$ cat src/rtl/valu_acc_pack.sv
// Accumulates signed dot-product groups, requantizes each total to int8 and packs four lanes per word.
// Build option: define VALU_ACC_ROUND_EN for round-half-up before the shift (default: truncate).
module valu_acc_pack #(
  parameter int unsigned ACC_W   = 32,
  parameter int unsigned SHIFT_W = 5
) (
  input  logic               clk_i,
  input  logic               rst_ni,
  input  logic               clear_i,
  input  logic               in_valid_i,
  output logic               in_ready_o,
  input  logic [31:0]        dot_i,
  input  logic               last_i,
  input  logic [SHIFT_W-1:0] shift_i,
  output logic               out_valid_o,
  input  logic               out_ready_i,
  output logic [31:0]        packed_o,
  output logic               sat_o
);

  localparam int unsigned MaxShift = (1 << SHIFT_W) - 1;
  localparam logic signed [ACC_W:0] QMax = 127;
  localparam logic signed [ACC_W:0] QMin = -128;

  logic signed [ACC_W-1:0] r_acc;
  logic                    r_first;
  logic [1:0]              r_lane;
  logic [31:0]             r_stage;
  logic [3:0]              r_stage_sat;
  logic                    r_out_valid;
  logic [31:0]             r_packed;
  logic                    r_sat;

  logic                    w_accept;
  logic                    w_last_beat;
  logic                    w_load;
  logic                    w_big_shift;
  logic signed [ACC_W-1:0] w_dot_ext;
  logic signed [ACC_W-1:0] w_sum;
  logic signed [ACC_W:0]   w_wide;
  logic signed [ACC_W:0]   w_rnd;
  logic signed [ACC_W:0]   w_shr;
  logic [7:0]              w_lane_val;
  logic                    w_lane_sat;
  logic [31:0]             w_stage_next;
  logic [3:0]              w_sat_next;

  assign in_ready_o  = !r_out_valid | out_ready_i;
  assign out_valid_o = r_out_valid;
  assign packed_o    = r_packed;
  assign sat_o       = r_sat;

  // clear_i wins over a simultaneous beat, so the beat is dropped.
  assign w_accept    = in_valid_i & in_ready_o & !clear_i;
  assign w_last_beat = w_accept & last_i;
  assign w_load      = w_last_beat & (r_lane == 2'd3);

  assign w_dot_ext = ACC_W'(signed'(dot_i));
  assign w_sum     = (r_first ? '0 : r_acc) + w_dot_ext;

  // Shifts at or beyond the accumulator width only exist for wide SHIFT_W.
  if (MaxShift >= ACC_W) begin : g_big_shift
    assign w_big_shift = (32'(shift_i) >= ACC_W);
  end else begin : g_no_big_shift
    assign w_big_shift = 1'b0;
  end

  always_comb begin
    w_wide = {w_sum[ACC_W-1], w_sum};
    w_rnd  = w_wide;
`ifdef VALU_ACC_ROUND_EN
    if (shift_i != '0 && !w_big_shift) begin
      w_rnd = w_wide + ((ACC_W+1)'(1) << (shift_i - SHIFT_W'(1)));
    end
`endif
    if (w_big_shift) begin
      w_shr = {(ACC_W+1){w_sum[ACC_W-1]}};
    end else begin
      w_shr = w_rnd >>> shift_i;
    end

    w_lane_sat = 1'b0;
    w_lane_val = w_shr[7:0];
    if (w_shr > QMax) begin
      w_lane_val = 8'h7f;
      w_lane_sat = 1'b1;
    end else if (w_shr < QMin) begin
      w_lane_val = 8'h80;
      w_lane_sat = 1'b1;
    end
  end

  always_comb begin
    w_stage_next = r_stage;
    w_sat_next   = r_stage_sat;
    unique case (r_lane)
      2'd0: w_stage_next[7:0]   = w_lane_val;
      2'd1: w_stage_next[15:8]  = w_lane_val;
      2'd2: w_stage_next[23:16] = w_lane_val;
      2'd3: w_stage_next[31:24] = w_lane_val;
      default: ;
    endcase
    w_sat_next[r_lane] = w_lane_sat;
  end

  always_ff @(posedge clk_i or negedge rst_ni) begin
    if (!rst_ni) begin
      r_acc       <= '0;
      r_first     <= 1'b1;
      r_lane      <= 2'd0;
      r_stage     <= '0;
      r_stage_sat <= '0;
      r_out_valid <= 1'b0;
      r_packed    <= '0;
      r_sat       <= 1'b0;
    end else begin
      if (clear_i) begin
        r_acc       <= '0;
        r_first     <= 1'b1;
        r_lane      <= 2'd0;
        r_stage     <= '0;
        r_stage_sat <= '0;
      end else if (w_accept) begin
        if (!last_i) begin
          r_acc   <= w_sum;
          r_first <= 1'b0;
        end else begin
          r_acc   <= '0;
          r_first <= 1'b1;
          r_lane  <= r_lane + 2'd1;
          if (w_load) begin
            r_stage     <= '0;
            r_stage_sat <= '0;
          end else begin
            r_stage     <= w_stage_next;
            r_stage_sat <= w_sat_next;
          end
        end
      end

      // A load can only happen when the previous word is absent or handshaking now.
      if (w_load) begin
        r_out_valid <= 1'b1;
        r_packed    <= w_stage_next;
        r_sat       <= |w_sat_next;
      end else if (out_ready_i) begin
        r_out_valid <= 1'b0;
      end
    end
  end

endmodule
$ cat config.mk
export PLATFORM = sky130hd
export DESIGN_NAME = valu_acc_pack
export DESIGN_NICKNAME = d
export VERILOG_FILES = /design/src/rtl/valu_acc_pack.sv
export SDC_FILE = /design/constraint.sdc
export NUM_CORES = 1
export LEC_CHECK = 0
export CAP_MARGIN = 15
export CORE_MARGIN = 8
export CORE_UTILIZATION = 30
export DETAILED_ROUTE_END_ITERATION = 16
export PLACE_DENSITY = 0.49
export SYNTH_ARGS = -nofsm -noshare
export SYNTH_HDL_FRONTEND = slang
export SYNTH_SLANG_ARGS = --single-unit
export TNS_END_PERCENT = 50
$ cat constraint.sdc
create_clock -name clk_i -period 9.5 [get_ports clk_i]
set_input_delay 2.375 -clock clk_i [delete_from_list [all_inputs] [get_ports clk_i]]
set_output_delay 2.375 -clock clk_i [all_outputs]
set_load 0.01 [all_outputs]
==> results of run 1 <==
[cell usage in the layout (no fill, tap or decap), types with 12 or more instances in the layout]
master	Yosys	final
ha_1	35	35
a31o_2	17	17
and2_1	16	16
nand2_1	156	156
clkdlybuf4s50_1	0	76
xnor2_1	15	15
nand4_1	17	17
o21ai_0	83	83
nor2_1	99	99
and3_1	15	15
a22o_1	20	20
a21o_1	13	13
nor2b_1	35	35
o31ai_1	12	12
a21oi_1	61	60
buf_4	1	18
nor3_1	28	28
nand3_1	20	20
dfrtp_1	95	95
inv_1	25	25
nor4_1	19	19
o211ai_1	20	20
a211oi_1	22	22
a32o_1	18	18
[path summary, 6_finish.rpt]
path / endpoint / slack, ps / cells after the start / start
worst max-delay path: r_stage[18] / 1360 / 15 / dot_i[18]
worst min-delay path: r_acc[30] / 470 / 2 / r_acc[30]
worst max register to register: r_stage[18] / 2620 / 15 / r_first
worst min register to register: r_acc[30] / 470 / 2 / r_acc[30]
max in group asynchronous: packed_o[12] / 6310 / 2 / rst_ni
min in group asynchronous: r_acc[20] / 1950 / 1 / rst_ni
[power by group]
part / total, mW / internal, mW / leakage, nW / switching, mW
Sequential: 0.430 / 0.420 / 1.32 / 0.00956
Combinational: 0.340 / 0.117 / 2.78 / 0.223
Clock: 0.388 / 0.186 / 0.147 / 0.202
[through the flow]
stage	hold slack, ps	util
detailed placement	462.4	0.3370
CTS	479.0	0.3467
global route	493.0	0.3467
floorplan	442.2	-
finish	473.4	0.3467
global placement	454.6	0.3370
[state kept, by name, indices dropped and copies added, names as in the netlist]
| name | count |
|---|---|
| packed_o | 32 |
| out_valid_o | 1 |
| r_first | 1 |
| sat_o | 1 |
| r_stage_sat | 3 |
| r_acc | 32 |
| r_stage | 24 |
| r_lane | 2 |
[cell type report]
class,instances,area (um^2)
Fill cell,3234,19880
Multi-Input combinational cell,952,6357
Sequential cell,96,2404
Timing Repair Buffer,94,895.9
Tap cell,396,495.5
Clock buffer,9,225.2
Inverter,27,101.3
Clock inverter,7,70.07
[kinds of logic (layout without fill, tap and decap cells)]
group / count (synthesis) / after routing
mux: 25 / 25
fa+ha+maj: 36 / 36
flops: 96 / 96
compound gates: 423 / 423
buf+inv: 105 / 137
xor+xnor: 20 / 20
simple gates: 448 / 448
[per-layer routing]
metal	vias to the layer above	wire, um	GRT usage
met2	347	16540	0.3123
met1	4713	17280	0.2820
met3	61	1870	0.02663
met4	0	1001	0.07046
li1	4490	-	-
met5	-	0	0
[worst max-delay path: cells and delay by family]
family | cells | cell delay, ps
compound gates | 9 | 3300
simple gates | 3 | 1340
mux | 1 | 580
buf+inv | 1 | 410
fa+ha+maj | 1 | 400
==> run summary, run 1 <==
status: complete, no violations
max-slew violations: 0
initial antenna violation count: 0
global route overflow: 0
top-area cell type share of the netlist area: 0.2579
compound-gate portion of the synthesized area: 0.3455
initial core utilization: 0.3029
Die Wd: 191.3 um
RSZ-0062 raised after global routing: no
Final Power: 1.158 mW
pin count of the biggest net entering global routing: 65
CTS tree: done
hpwl dp: 27,880 um
Syn Area/Cell: 7.994 um^2
Max Fclk: 122.8 MHz
top-count cell post-synth: nand2_1
CTS buffer count: 9
Clock transition at path regs: 80 ps
HP Class: reg2reg
Synth cell types: 94
Max stage delay cell, worst path: nand2_1
Max IR drop VDD: 0.09716 mV
layout cells sized above 1: 0.08186
Simple-Gate Fraction of Synth Area: 0.2358
htree depth: 3
Detailed Route WL: 36,690 um
Critical Path Source Type: primary input
Die Ht: 191.3 um
CORE AREA: 30,430 um^2
CP max stage delay: 600 ps
relative slew slack: 0.2560
clk sinks: 96
Final #Nets: 1,259
vias post-DR: 9,611
site row count: 64
IO Pins: 78
Mapped Nets: 1,232
Buffers on Ports: 77
PwrDens: 109.8 nW/um^2
first-pass GRT wire length: 57,440 um
max cap viols: 0
Mapped Area: 9218 um^2
via/cell ratio: 6.079
Synth area leaders: dfrtp_1 (26%), nand2_1 (6.4%), ha_1 (4.8%)
Final Skew: 11.14 ps
Setup CP Type: in2reg
CP cell instances: clkdlybuf4s50_1, ha_1, a21oi_1, o31a_1, o221ai_1, a211o_1, o21ai_0, nand2_1, mux2i_1, nand4_1, a2111oi_2, a41oi_2, nor4b_4, o221ai_2, a32o_1
ys async rst share: 1.000
Area growth, synth to finish: 14.44%
cell area after layout: 10,550 um^2
largest family of logic cells by synthesized area: compound AO/OA/AOI/OAI gates
Slew @ Worst Pin: 1107 ps
post-synthesis adder-cell area fraction: 0.04968
period utilization: 0.8571
Crit path required time: 9770 ps
post-synth top area cell: dfrtp_1
Post-synth EDFFs: 0
synth cell count leaders: nand2_1 (156), nor2_1 (99), dfrtp_1 (95)
vias in the first global route: 9,367
DR WL/cell: 23.20 um
synthesized instance count: 1,153
Area after DPL: 10,250 um^2
Leakage: 4.251 nW
#FFs+latches synth: 96
post-CTS setup buffers: 0
# diodes: 0
warnings from Yosys: 0
Hold-fix buffers, CTS: 0
final setup TNS: 0 ps
CTS root buffer: clkbuf_16
global-route usage over all layers: 0.2012
Resize count post-CTS: 0
Setup-failing EPs final: 0
DRT antenna net count: 0
Crit path arrival time: 8410 ps
mux share of post-synthesis cell area: 0.03774
Max Root-Sink Buffers: 2
min cycle time layout: 8142 ps
Residual DRC: 0
die area: 36,590 um^2
Placer Congestion: 0.9469
placed cells: 1,565
sequential area share after synthesis: 0.2608
Fin. Hold Viols: 0
Crit. End Element: flip-flop
XOR/XNOR Fraction of Synth Area: 0.02063
DR pass1 iterations: 6
Main synth FF type: dfrtp_1
Setup WS pre-CTS: 1099 ps
setup ws final: 1358 ps
Layout Cells excl Fill: 1,581
Starting DRT DRC Count: 1,050
Crit Path Max Fanout: 15
clock latency on the worst-skew pair: 380 ps
No activity file was read; power rests on OpenSTA's default activity.
==> inputs of run 2 (changes only) <==
--- a/config.mk
+++ b/config.mk
@@ -8,6 +8,7 @@
 export CAP_MARGIN = 15
 export CORE_MARGIN = 8
 export CORE_UTILIZATION = 30
+export CTS_CLUSTER_SIZE = 24
 export DETAILED_ROUTE_END_ITERATION = 16
 export PLACE_DENSITY = 0.49
 export SYNTH_ARGS = -nofsm -noshare
==> results of run 2 <==
No change in the layout: final DEF, timing and power equal those of run 1.
==> inputs of run 3 (changes only) <==
--- a/config.mk
+++ b/config.mk
@@ -11,6 +11,7 @@
 export CTS_CLUSTER_SIZE = 24
 export DETAILED_ROUTE_END_ITERATION = 16
 export PLACE_DENSITY = 0.49
+export SLEW_MARGIN = 20
 export SYNTH_ARGS = -nofsm -noshare
 export SYNTH_HDL_FRONTEND = slang
 export SYNTH_SLANG_ARGS = --single-unit
==> constraint.sdc (replaced) <==
create_clock -name clk_i -period 9.1 [get_ports clk_i]
set_input_delay 2.275 -clock clk_i [delete_from_list [all_inputs] [get_ports clk_i]]
set_output_delay 2.275 -clock clk_i [all_outputs]
set_load 0.01 [all_outputs]
==> run summary, run 3 (synthesis results as in run 1) <==
# diodes: 0 (unchanged)
Die Ht: 191.3 um (unchanged)
Placer Congestion: 0.9338 (-1.4%)
Max Used Layer: met4
CTS tree: done
Fin. Hold Viols: 0 (unchanged)
vias post-DR: 9,628 (+0.18%)
commonest cells after routing, fill and taps aside: nand2_1 (156), nor2_1 (99), dfrtp_1 (95), o21ai_0 (83), clkdlybuf4s50_1 (76)
metal3 WL: 2174 um (+16%)
hpwl dp: 27,800 um (-0.32%)
Residual DRC: 0 (unchanged)
Comb power frac: 0.297 (+0.003)
WL met1: 16,880 um (-2.3%)
Area growth, synth to finish: 14.71%
HP Class: reg2reg
CTS root buffer: clkbuf_16
Hold-fix buffers, CTS: 0 (unchanged)
Setup-failing EPs final: 0 (unchanged)
Resize count post-CTS: 0 (unchanged)
Met2 Wirelength: 16,340 um (-1.2%)
net switching power: 0.4443 mW (+2.3%)
Setup WS pre-CTS: 821.4 ps (-277.4 ps)
relative slew slack: 0.3199 (+0.06389)
Hold WS: 473.8 ps (+0.3300 ps)
site row count: 64 (unchanged)
cell area after layout: 10,570 um^2 (+0.24%)
CORE AREA: 30,430 um^2 (unchanged)
Crit path required time: 9360 ps (-410 ps)
initial core utilization: 0.3029 (unchanged)
Slew @ Worst Pin: 1012 ps (-95.10 ps)
Seq pwr share: 0.374 (+0.003)
period utilization: 0.8855
first-pass GRT wire length: 57,280 um (-0.26%)
DR pass1 iterations: 5 (-1)
Crit Path Max Fanout: 15 (unchanged)
hold wc startpoint: r_acc[25]
IO Pins: 78 (unchanged)
RSZ-0062 raised after global routing: no
Max IR drop VDD: 0.09472 mV (-2.5%)
Starting DRT DRC Count: 997 (-5.0%)
Cell Int Power: 0.7553 mW (+4.4%)
Die Wd: 191.3 um (unchanged)
die area: 36,590 um^2 (unchanged)
Detailed Route WL: 36,430 um (-0.71%)
pin count of the biggest net entering global routing: 65 (unchanged)
initial antenna violation count: 0 (unchanged)
Buffers on Ports: 77 (unchanged)
CP Launch Point: dot_i[18]
layout cells sized above 1: 0.08410 (+0.002248)
Clk pwr share: 0.329 (-0.006)
Clock transition at path regs: 80 ps (about the same)
DR WL/cell: 22.98 um (-0.96%)
via/cell ratio: 6.074 (about the same)
global route overflow: 0 (unchanged)
Final Skew: 19.28 ps (+8.140 ps)
vias in the first global route: 9,409 (+0.45%)
CTS buffer count: 9 (unchanged)
post-CTS setup buffers: 0 (unchanged)
Leakage: 4.263 nW (+0.29%)
final setup TNS: 0 ps (unchanged)
Critical Path Source Type: primary input
clock latency on the worst-skew pair: 380 ps (about the same)
Setup CP Type: in2reg
reg2reg start: r_first
Sw Ratio: 0.3704 (-0.004766)
most common cell after layout, fill and taps aside: nand2_1
max cap viols: 0 (unchanged)
PwrDens: 113.4 nW/um^2 (+3.4%)
Area after DPL: 10,280 um^2 (+0.29%)
clk sinks: 96 (unchanged)
Crit. End Element: flip-flop
setup ws final: 1042 ps (-315.7 ps)
Max Root-Sink Buffers: 2 (unchanged)
utilization after layout: 0.3475 (+0.0008230)
global-route usage over all layers: 0.1996 (-0.001626)
htree depth: 3 (unchanged)
Crit path arrival time: 8320 ps (-90 ps)
max-slew violations: 0 (unchanged)
status: complete, no violations
Final #Nets: 1,263 (+0.32%)
Max Fclk: 124.1 MHz
DRT antenna net count: 0 (unchanged)
min cycle time layout: 8058 ps
[run 3: cell types whose count changed in the layout (fill, tap and decap cells not counted), sizes merged]
cell / delta
clkinvlp: +1
inv: -1
buf: +4
clkbuf: +1
clkinv: -1
[run 3: final cells by class]
| class | instances | area, um^2 |
|---|---|---|
| Clock buffer | 10 | 229.0 |
| Clock inverter | 6 | 61.31 |
| Fill cell | 3262 | 19860 |
| Inverter | 27 | 101.3 |
| Multi-Input combinational cell | 952 | 6357 |
| Sequential cell | 96 | 2404 |
| Tap cell | 396 | 495.5 |
| Timing Repair Buffer | 98 | 925.9 |
[run 3: critical path: stages]
cell and delay (ps):
clkdlybuf4s50_1 410, ha_1 400, a21oi_1 340, o31a_1 290, o221ai_1 340, a211o_1 400, o21ai_0 540, nand2_1 620
mux2i_1 570, nand4_1 210, a2111oi_2 450, a41oi_2 260, nor4b_4 550, o221ai_2 320, a32o_1 330
[run 3: power groups by stage]
stage | combinational (mW) | clock, mW | sequential [mW]
2_1_floorplan | 0.225 | 0 | 0.454
3_3_place_gp | 0.353 | 0 | 0.458
3_5_place_dp | 0.350 | 0 | 0.458
4_1_cts | 0.352 | 0.409 | 0.449
5_1_grt | 0.385 | 0.421 | 0.451
6_report | 0.356 | 0.395 | 0.449
[run 3: path summary, 6_finish.rpt]
| kind | cells past startpoint | slack [ps] | to |
|---|---|---|---|
| worst min-delay path | 2 | 470 | r_acc[25] |
| worst min register to register | 2 | 470 | r_acc[25] |
| worst max-delay path | 15 | 1040 | r_stage[10] |
| max in group asynchronous | 2 | 6000 | r_stage_sat[0] |
| worst max register to register | 15 | 2220 | r_stage[10] |
| min in group asynchronous | 1 | 1870 | r_acc[30] |
[run 3: stage by stage]
step / cells / power [mW]
after floorplan: 1153 / 0.6787
after global placement: 1569 / 0.8108
after detailed placement: 1569 / 0.8079
after CTS: 1585 / 1.211
after global routing: 1585 / 1.257
final: 1585 / 1.200
[run 3: layer usage]
layer,track usage,vias up
li1,-,4492
met1,0.2770,4699
met2,0.3081,370
met3,0.03265,67
met4,0.07105,0
met5,0,-
